--- src/rtl/uart_rx_core.sv ---
// UART receive engine: runtime parity/stop-bit selection, 3-sample majority vote, valid/ready output.
// Optional break detection with WAIT_IDLE recovery is enabled by defining UART_RX_BREAK_DET_EN.
`timescale 1ns/1ps
module uart_rx_core #(
  parameter int DataLength      = 8,
  parameter int OverSample      = 8,
  parameter int BaudRate        = 115200,
  parameter int SystemClockFreq = 50_000_000,
  parameter int SyncStages      = 2
) (
  input  logic                  i_clk,
  input  logic                  i_rst,
  input  logic                  i_rx,
  input  logic                  i_parity_en,
  input  logic                  i_parity_odd,
  input  logic                  i_two_stop,
  output logic [DataLength-1:0] o_rx_data,
  output logic                  o_rx_valid,
  input  logic                  i_rx_ready,
  output logic                  o_parity_err,
  output logic                  o_frame_err,
  output logic                  o_break,
  output logic                  o_overrun,
  output logic                  o_busy
);
  localparam int Div  = (SystemClockFreq + (BaudRate * OverSample) / 2) / (BaudRate * OverSample);
  localparam int DivW = $clog2(Div) + 1;
  localparam int CntW = $clog2(OverSample) + 1;
  localparam int BitW = $clog2(DataLength) + 1;

  typedef enum logic [2:0] {
    S_IDLE, S_START, S_DATA, S_PARITY, S_STOP1, S_STOP2
`ifdef UART_RX_BREAK_DET_EN
    , S_WAIT_IDLE
`endif
  } state_t;

  state_t                r_state;
  logic [DivW-1:0]       r_div_cnt;
  logic [SyncStages-1:0] r_sync;
  logic [CntW-1:0]       r_tick_cnt;
  logic [BitW-1:0]       r_bit_cnt;
  logic [DataLength-1:0] r_shift;
  logic                  r_s0, r_s1;
  logic                  r_par_en, r_par_odd, r_two_stop;
  logic                  r_par_err, r_frame_err;
`ifdef UART_RX_BREAK_DET_EN
  logic                  r_par_bit;
`endif
  logic [DataLength-1:0] r_data;
  logic                  r_valid, r_perr, r_ferr, r_brk, r_overrun, r_busy;

  logic            w_tick, w_rx, w_maj, w_mid_lo, w_mid, w_mid_hi;
  logic            w_complete, w_brk, w_ferr_fin;
  logic [CntW-1:0] w_cnt_nxt;

  // Divider counts down and fires on zero, giving one tick every Div cycles.
  assign w_tick = (r_div_cnt == '0);
  always_ff @(posedge i_clk) begin
    if (i_rst)       r_div_cnt <= '0;
    else if (w_tick) r_div_cnt <= DivW'(Div - 1);
    else             r_div_cnt <= r_div_cnt - 1'b1;
  end

  always_ff @(posedge i_clk) begin
    if (i_rst) r_sync <= '1;
    else       r_sync <= {r_sync[SyncStages-2:0], i_rx};
  end
  assign w_rx = r_sync[SyncStages-1];

  // Bit phase runs continuously mod OverSample; decisions are made at the third mid-bit sample.
  assign w_cnt_nxt  = (r_tick_cnt == CntW'(OverSample - 1)) ? '0 : r_tick_cnt + 1'b1;
  assign w_mid_lo   = (w_cnt_nxt == CntW'(OverSample / 2 - 1));
  assign w_mid      = (w_cnt_nxt == CntW'(OverSample / 2));
  assign w_mid_hi   = (w_cnt_nxt == CntW'(OverSample / 2 + 1));
  assign w_maj      = (r_s0 & r_s1) | (r_s0 & w_rx) | (r_s1 & w_rx);
  assign w_ferr_fin = r_frame_err | ~w_maj;

  always_comb begin
    w_brk      = 1'b0;
    w_complete = 1'b0;
    if (w_tick && w_mid_hi) begin
      if (r_state == S_STOP1) begin
`ifdef UART_RX_BREAK_DET_EN
        w_brk = (r_shift == '0) && !(r_par_en && r_par_bit) && !w_maj;
`endif
        w_complete = !r_two_stop || w_brk;
      end else if (r_state == S_STOP2) begin
        w_complete = 1'b1;
      end
    end
  end

  always_ff @(posedge i_clk) begin
    if (i_rst) begin
      r_state     <= S_IDLE;
      r_tick_cnt  <= '0;
      r_bit_cnt   <= '0;
      r_shift     <= '0;
      r_s0        <= 1'b1;
      r_s1        <= 1'b1;
      r_par_en    <= 1'b0;
      r_par_odd   <= 1'b0;
      r_two_stop  <= 1'b0;
      r_par_err   <= 1'b0;
      r_frame_err <= 1'b0;
`ifdef UART_RX_BREAK_DET_EN
      r_par_bit   <= 1'b0;
`endif
      r_data      <= '0;
      r_valid     <= 1'b0;
      r_perr      <= 1'b0;
      r_ferr      <= 1'b0;
      r_brk       <= 1'b0;
      r_overrun   <= 1'b0;
      r_busy      <= 1'b0;
    end else begin
      r_overrun <= 1'b0;
      if (w_tick) begin
        if (r_state != S_IDLE) begin
          r_tick_cnt <= w_cnt_nxt;
          if (w_mid_lo) r_s0 <= w_rx;
          if (w_mid)    r_s1 <= w_rx;
        end
        case (r_state)
          S_IDLE: if (!w_rx) begin
            r_state     <= S_START;
            r_tick_cnt  <= '0;
            r_bit_cnt   <= '0;
            r_par_en    <= i_parity_en;
            r_par_odd   <= i_parity_odd;
            r_two_stop  <= i_two_stop;
            r_par_err   <= 1'b0;
            r_frame_err <= 1'b0;
            r_busy      <= 1'b1;
          end
          S_START: if (w_mid_hi) begin
            r_state <= w_maj ? S_IDLE : S_DATA;
            r_busy  <= ~w_maj;
          end
          S_DATA: if (w_mid_hi) begin
            r_shift   <= {w_maj, r_shift[DataLength-1:1]};
            r_bit_cnt <= r_bit_cnt + 1'b1;
            if (r_bit_cnt == BitW'(DataLength - 1))
              r_state <= r_par_en ? S_PARITY : S_STOP1;
          end
          S_PARITY: if (w_mid_hi) begin
            r_par_err <= ((^r_shift) ^ w_maj) != r_par_odd;
`ifdef UART_RX_BREAK_DET_EN
            r_par_bit <= w_maj;
`endif
            r_state   <= S_STOP1;
          end
          S_STOP1: if (w_mid_hi) begin
            r_frame_err <= w_ferr_fin;
`ifdef UART_RX_BREAK_DET_EN
            if (w_brk) begin
              r_state    <= S_WAIT_IDLE;
              r_tick_cnt <= '0;
            end else
`endif
            if (r_two_stop) begin
              r_state <= S_STOP2;
            end else begin
              r_state <= S_IDLE;
              r_busy  <= 1'b0;
            end
          end
          S_STOP2: if (w_mid_hi) begin
            r_state <= S_IDLE;
            r_busy  <= 1'b0;
          end
`ifdef UART_RX_BREAK_DET_EN
          // Needs OverSample consecutive high ticks before a new start bit may be hunted.
          S_WAIT_IDLE: begin
            if (!w_rx) begin
              r_tick_cnt <= '0;
            end else if (r_tick_cnt == CntW'(OverSample - 1)) begin
              r_state <= S_IDLE;
              r_busy  <= 1'b0;
            end else begin
              r_tick_cnt <= r_tick_cnt + 1'b1;
            end
          end
`endif
          default: begin
            r_state <= S_IDLE;
            r_busy  <= 1'b0;
          end
        endcase
      end

      if (w_complete) begin
        if (!r_valid || i_rx_ready) begin
          r_data  <= w_brk ? '0 : r_shift;
          r_perr  <= r_par_err;
          r_ferr  <= w_ferr_fin;
          r_brk   <= w_brk;
          r_valid <= 1'b1;
        end else begin
          r_overrun <= 1'b1;
        end
      end else if (r_valid && i_rx_ready) begin
        r_valid <= 1'b0;
      end
    end
  end

  assign o_rx_data    = r_data;
  assign o_rx_valid   = r_valid;
  assign o_parity_err = r_perr;
  assign o_frame_err  = r_ferr;
  assign o_break      = r_brk;
  assign o_overrun    = r_overrun;
  assign o_busy       = r_busy;
endmodule

--- config.mk ---
export PLATFORM = sky130hd
export DESIGN_NAME = uart_rx_core
export DESIGN_NICKNAME = d
export VERILOG_FILES = /design/src/rtl/uart_rx_core.sv
export SDC_FILE = /design/constraint.sdc
export NUM_CORES = 1
export LEC_CHECK = 0
export ABC_AREA = 1
export BUFFER_PORTS_ARGS = -buffer_cell sky130_fd_sc_hd__buf_2
export CAP_MARGIN = 30
export CORE_ASPECT_RATIO = 1.2
export CORE_MARGIN = 2
export CORE_UTILIZATION = 51
export DETAILED_ROUTE_END_ITERATION = 10
export GPL_TIMING_DRIVEN = 0
export PLACE_DENSITY = 0.7
export SETUP_SLACK_MARGIN = 0.05
export SLEW_MARGIN = 20
export SYNTH_ARGS = -nofsm -noshare
export SYNTH_HDL_FRONTEND = slang
export SYNTH_SLANG_ARGS = --single-unit
export TNS_END_PERCENT = 1
--- constraint.sdc ---
create_clock -name i_clk -period 1.95 [get_ports i_clk]
set_input_delay 0.0975 -clock i_clk [delete_from_list [all_inputs] [get_ports i_clk]]
set_output_delay 0.0975 -clock i_clk [all_outputs]
set_load 0.005 [all_outputs]
==> impl_metrics.json, run 1 <==
{
  "root_buffer": "clkbuf_8",
  "drive_above_1_share": 0.178,
  "finalWirelength_mm": 4.99,
  "setup_violations": 0,
  "io_buffers": 19,
  "dp_cells": 430,
  "clkSinkCount": 48,
  "die_area_um2": 5380,
  "final_area_um2": 2860,
  "yosys_register_bits": 48,
  "drtPass1Iterations": 4,
  "hold-path-cell-count": 4,
  "insertion_delay_ps": 300,
  "setup_ws_ps": 222,
  "wl_per_cell_um": 11.2,
  "avgSynthCellArea_um2": 6.94,
  "clock_path_buffers": 2,
  "reg2reg_depth": 10,
  "core_um2": 4590,
  "dieWidth_um": 67.3,
  "initial_core_util": 0.533,
  "viasPerCell": 4.96,
  "via_count": 2205,
  "synth_xor_area_frac": 0.0250,
  "slew_headroom": 0.597,
  "r2r_start": "r_tick_cnt[0]",
  "leakagePower_nw": 1.33,
  "grt_max_degree": 15,
  "synth_area_leaders": "dfxtp_1 39%, nand2_1 11%, nor2_1 7.5%, inv_1 7.2%, a21oi_1 5.7%",
  "synth_top_family_by_area": "simple AND/OR/NAND/NOR gates",
  "grt_pass1_wl_mm": 8.66,
  "yosys.area_share.simple": 0.316,
  "synth_area_leader_cell": "dfxtp_1",
  "synth.top_cell.area_share": 0.392,
  "hold_viol": 0,
  "drv_cap": 0,
  "grtUsageTotal": 0.209,
  "clkPwrFrac": 0.292,
  "end_kind": "flip-flop",
  "grt_pass1_vias": 2002,
  "final_cell_mix": "67 x nand2_1, 49 x nor2_1, 46 x inv_1, 46 x dfxtp_1, 28 x a21oi_1",
  "finalCritPeriodShare": 0.886,
  "drt-initial-drc-count": 111,
  "final_common_cell": "nand2_1",
  "worstPathMaxFanout": 10,
  "start_kind": "flip-flop",
  "synth-compound-area-share": 0.128,
  "ys_seq_area_frac": 0.392,
  "p_per_area_nw_per_um2": 925,
  "status": "complete, no violations",
  "place_ws_ps": 69.8,
  "place_congestion": 0.819,
  "syn_area_um2": 2450,
  "antenna_cells": 0,
  "fin_util": 0.621,
  "cts_tree": "yes",
  "p_int_mw": 1.78,
  "p_sw_mw": 0.864,
  "timing.fmax_mhz": 579,
  "synthToLayoutAreaGrowth_pct": 16.5,
  "instances_no_fill": 445,
  "htree_num_levels": 2,
  "dp_hpwl_mm": 3.59,
  "gr-total-overflow": 0,
  "finalSetupTns_ps": 0,
  "antenna_left": 0,
  "crit_arrival_ps": 1920,
  "synthMuxAreaShare": 0,
  "rows": 27,
  "numCtsBuffers": 5,
  "skew_ps": 6.94,
  "p_comb_frac": 0.273,
  "grt_setup_unrepaired": "false",
  "syn_inst": 353,
  "synth_nets": 367,
  "crit_type": "flip-flop to flip-flop",
  "min_period_ps": 1730,
  "swShare": 0.327,
  "hp-start": "i_rx_ready",
  "pin_count": 21,
  "final_nets": 400,
  "drc": 0,
  "worst_pin_slew_ps": 598,
  "pwr-share-seq": 0.435,
  "required_ps": 2140,
  "yosysWarnings": 0,
  "placed_area_um2": 2620,
  "hp-class": "input pin to flip-flop",
  "startpoint": "r_tick_cnt[0]",
  "die_h_um": 79.9,
  "synthAdderAreaFrac": 0.0357,
  "ir_worst_vdd_mv": 0.666,
  "maxSlewViolCount": 0,
  "clk_pin_slew_ps": 90,
  "antenna_found_initial": 0,
  "ys_types": 31
}
-- cells in the mapped netlist --
library cell / count
and3_1: 1
dfxtp_1: 48
nand4_1: 2
a211oi_1: 1
nand3b_1: 3
nand4_4: 1
nor2_2: 6
o21ai_0: 24
o211ai_1: 1
o21ai_1: 5
nor2_1: 49
buf_2: 1
or2_2: 4
nor3_1: 1
buf_6: 2
nand2_1: 70
xor2_1: 3
nor2_4: 4
nand3_1: 24
inv_2: 6
nand3_2: 1
nand2_2: 1
xnor2_1: 4
a21oi_1: 28
ha_1: 7
buf_4: 1
a31oi_1: 2
conb_1: 1
clkbuf_1: 4
inv_1: 47
nand3_4: 1
-- timing repair --
action	in CTS	in global routing
hold endpoints to repair	1	0
setup endpoints to repair	0	27
hold buffers	1	0
resized for setup	0	13
buffers inserted	0	6
-- critical path: stages (launching register included) --
cell and delay (ps):
dfxtp_4 370, ha_4 160, nand2_2 70, inv_2 40, nor2_4 130, nand3_2 110, nor2_4 220, nand3_4 130
clkbuf_4 210, o21ai_1 120, a21oi_1 60
-- layer usage --
| layer | global-route usage | wire length (um) |
|---|---|---|
| met4 | 0.0612 | 62 |
| met1 | 0.251 | 2340 |
| met3 | 0.0508 | 185 |
| met5 | 0 | 0 |
| met2 | 0.363 | 2400 |
-- through the flow --
stage	total power [mW]	hold slack (ps)
2_1_floorplan	1.74	201
3_3_place_gp	1.87	280
3_5_place_dp	1.88	285
4_1_cts	2.66	60.2
5_1_grt	2.84	67.8
6_report	2.64	72.5
-- area by class of cell --
cell class,count,area [um2]
clock buffer,7,96.3
buffer,8,52.6
timing repair buffer,26,163
clock inverter,1,30.0
inverter,53,199
fill,444,1740
multi-input combinational,244,1270
sequential,48,968
tap,58,72.6
-- power by group through the flow --
stage	sequential [mW]	clock, mW	combinational, mW
final	1.15	0.770	0.721
after global routing	1.16	0.835	0.838
after CTS	1.15	0.800	0.714
after detailed placement	1.17	0	0.707
after global placement	1.17	0	0.695
after floorplan	1.16	0	0.581
-- sequential cells by signal, indices dropped and copies added, names as in the netlist, 2 cells and up --
signal and cells:
o_rx_data 8, r_shift 8, r_div_cnt 7, r_bit_cnt 4, r_tick_cnt 4, r_state 3
r_sync 2
-- kinds of logic (layout without fill, tap and decap cells) --
kind of cell / Yosys count / after routing
AOI/OAI and AO/OA: 61 / 61
and+or+nand+nor: 168 / 168
other: 1 / 1
adders and majority gates: 7 / 7
buffers and inverters: 61 / 95
DFF: 48 / 48
xor gates and xnor gates: 7 / 7
-- path summary, 6_finish.rpt --
path                              endpoint  slack, ps
worst min-delay path             o_overrun         70
worst max-delay path            r_shift[7]        220
worst min register to register   r_sync[1]        410
worst max register to register  r_shift[7]        220
No activity file was read; power rests on OpenSTA's default activity.
==> run 2: changes to the inputs <==
--- a/config.mk
+++ b/config.mk
@@ -5,7 +5,6 @@
 export SDC_FILE = /design/constraint.sdc
 export NUM_CORES = 1
 export LEC_CHECK = 0
-export ABC_AREA = 1
 export BUFFER_PORTS_ARGS = -buffer_cell sky130_fd_sc_hd__buf_2
 export CAP_MARGIN = 30
 export CORE_ASPECT_RATIO = 1.2
==> run 2 against run 1 <==
The flow now finishes with violations (negative setup slack). Maximum frequency down 11%. Power down 14%. Global-route usage down 0.55 points. Design area down 1.3%. Sequential share of layout area up 0.54 points. Critical path depth down 3. Routed wire length down 0.10%. Core utilization down 0.36 points. Clock-buffer cell count down 1. Combinational power down 24%. Critical endpoint is now o_rx_valid. Largest cell class unchanged. Highest routed layer unchanged.
==> impl_metrics.json, run 2 <==
{
  "hp-start": "i_parity_odd",
  "dieWidth_um": 66.5,
  "async_reset_ff_frac": 0,
  "required_ps": 2180,
  "hold-path-cell-count": 3,
  "final_common_cell": "dfxtp_1",
  "grt_setup_unrepaired": "true",
  "viasPerCell": 5.55,
  "drc": 0,
  "p_per_area_nw_per_um2": 808,
  "synthToLayoutAreaGrowth_pct": 18.0,
  "crit_arrival_ps": 2180,
  "die_h_um": 79.0,
  "drive_above_1_share": 0.218,
  "drt-initial-drc-count": 110,
  "antenna_found_initial": 0,
  "grt_pass1_vias": 1711,
  "initial_core_util": 0.524,
  "timing.fmax_mhz": 513,
  "crit_type": "flip-flop to flip-flop",
  "holdWs_ps": 25.8,
  "synth_nets": 267,
  "grtUsageTotal": 0.204,
  "r2r_start": "r_tick_cnt[0]",
  "syn_inst": 253,
  "final_nets": 299,
  "critPathSlowestCell": "or4_4",
  "holdPathEnd": "r_par_odd",
  "yosysWarnings": 0,
  "finalWirelength_mm": 4.98,
  "io_buffers": 19,
  "avgSynthCellArea_um2": 9.44,
  "htree_num_levels": 2,
  "antenna_left": 0,
  "placed_area_um2": 2580,
  "synth.top_cell.area_share": 0.402,
  "finalSetupTns_ps": -0.359,
  "antenna_cells": 0,
  "grt_pass1_wl_mm": 8.18,
  "clk_pin_slew_ps": 90,
  "numCtsBuffers": 5,
  "syn_area_um2": 2390,
  "start_kind": "flip-flop",
  "violations": "negative setup slack",
  "yosys_register_bits": 48,
  "maxSlewViolCount": 0,
  "ys_seq_area_frac": 0.402,
  "via_count": 1903,
  "finalCritPeriodShare": 1.00,
  "hold_viol": 0,
  "worstReg2RegEnd": "o_rx_valid",
  "synth_area_leader_cell": "dfxtp_1",
  "ir_worst_vdd_mv": 0.404,
  "reg2reg_depth": 7,
  "wl_per_cell_um": 14.5,
  "worstPathCellList": "ha_4 > nand2b_4 > o32ai_4 > buf_12 > nand2_2 > or4_4 > a21oi_2",
  "place_congestion": 0.860,
  "yosysMostFrequentCell": "dfxtp_1",
  "slowest_delay_ps": 520,
  "synth-main-ff-cell": "dfxtp_1",
  "status": "finished with violations",
  "gr-total-overflow": 0,
  "leakagePower_nw": 1.11,
  "grt_max_degree": 15,
  "dp_cells": 330,
  "end_kind": "flip-flop",
  "rrSetupSlack_ps": -0.4,
  "skew_ps": 11.6,
  "drtPass1Iterations": 6,
  "hp-class": "input pin to flip-flop",
  "synth_area_leaders": "dfxtp_1 40%, mux2i_1 10%, nor2_1 5.2%, xnor2_1 4.4%, ha_1 3.7%",
  "die_area_um2": 5250,
  "worst_pin_slew_ps": 551,
  "ys_types": 56,
  "place_ws_ps": -239,
  "dp_hpwl_mm": 3.35,
  "setup_ws_ps": -0.359,
  "synth_edf_count": 0,
  "instances_no_fill": 343,
  "worstPathMaxFanout": 8,
  "drv_cap": 0,
  "clock_path_buffers": 2,
  "synth_top_cells_by_count": "48 x dfxtp_1, 33 x nor2_1, 24 x mux2i_1",
  "pin_count": 21,
  "final_area_um2": 2820,
  "rows": 27,
  "core_um2": 4560,
  "clkSinkCount": 48,
  "min_period_ps": 1950,
  "cts_tree": "yes",
  "root_buffer": "clkbuf_8",
  "setup_violations": 1,
  "final_cell_mix": "44 x dfxtp_1, 33 x nor2_1, 23 x mux2i_1, 19 x buf_2",
  "insertion_delay_ps": 300,
  "slew_headroom": 0.631
}
## run 2: cell types whose count changed after synthesis, moves of 7 or more
cell | before | now
inv_1 | 47 | 7
nor2_1 | 49 | 33
xnor2_1 | 4 | 12
a21oi_1 | 28 | 13
nand2b_1 | 0 | 11
nand3_1 | 24 | 2
nand2_1 | 70 | 10
mux2i_1 | 0 | 24
nor2b_1 | 0 | 7
o21ai_0 | 24 | 3
## run 2: cell type report
| type | count | area [um2] |
|---|---|---|
| clock inverter | 1 | 8.76 |
| inverter | 7 | 26.3 |
| clock buffer | 6 | 82.6 |
| buffer | 12 | 68.8 |
| fill | 414 | 1740 |
| sequential | 48 | 971 |
| tap | 58 | 72.6 |
| multi-input combinational | 186 | 1430 |
| timing repair buffer | 25 | 159 |
## run 2: cells by family (layout without fill, tap and decap cells)
family          after synthesis  in the layout  synth area share
mux                          26             26             0.110
simple gates                 98             98             0.228
flops                        48             48             0.402
fa+ha+maj                     8              8            0.0409
xor+xnor                     15             15            0.0608
other cells                   1              1           0.00157
compound gates               38             38             0.123
buf+inv                      19             51            0.0335
## run 2: repair_timing
item / in CTS / in global routing
gates resized for setup: 11 / 14
endpoints found under the hold margin: 1 / 0
pin swaps: 3 / 4
setup endpoints to repair: 36 / 27
cloned: 0 / 1
hold buffers: 1 / 0
buffers inserted: 3 / 1
## run 2: critical path: cells and delay by family (launching register included)
kind / cells / cell delay, ps
AND/OR/NAND/NOR: 3 / 740
AO/OA/AOI/OAI: 2 / 380
adder cells (fa/ha/maj): 1 / 190
flip-flops: 1 / 380
buffers and inverters: 1 / 170
## run 2: per-stage QoR
step,utilization,power [mW]
3_3_place_gp,0.566,1.57
6_report,0.618,2.28
4_1_cts,0.607,2.28
2_1_floorplan,-,1.47
3_5_place_dp,0.566,1.57
5_1_grt,0.618,2.39
## run 2: per-layer routing
layer | up-vias | GRT usage | part of all wire
li1 | 950 | - | -
met1 | 908 | 0.277 | 0.47
met5 | - | 0 | 0
met2 | 40 | 0.323 | 0.49
met4 | 0 | 0.0816 | 0.014
met3 | 5 | 0.0297 | 0.030
## run 2: worst max path at each step
stage                        from  slack (ps)      endpoint
floorplan           r_tick_cnt[0]          80  r_bit_cnt[3]
global placement     r_div_cnt[5]        -200    r_state[1]
detailed placement   r_div_cnt[5]        -240        o_busy
CTS                 r_tick_cnt[1]          -7        o_busy
global route        r_tick_cnt[0]         -80    o_rx_valid
finish              r_tick_cnt[0]        -0.4    o_rx_valid
## run 2: report_power, final
group	total (mW)	switching (mW)	leakage (nW)	internal [mW]
clock	0.610	0.327	0.0473	0.283
sequential	1.12	0.0748	0.391	1.04
combinational	0.548	0.291	0.672	0.257
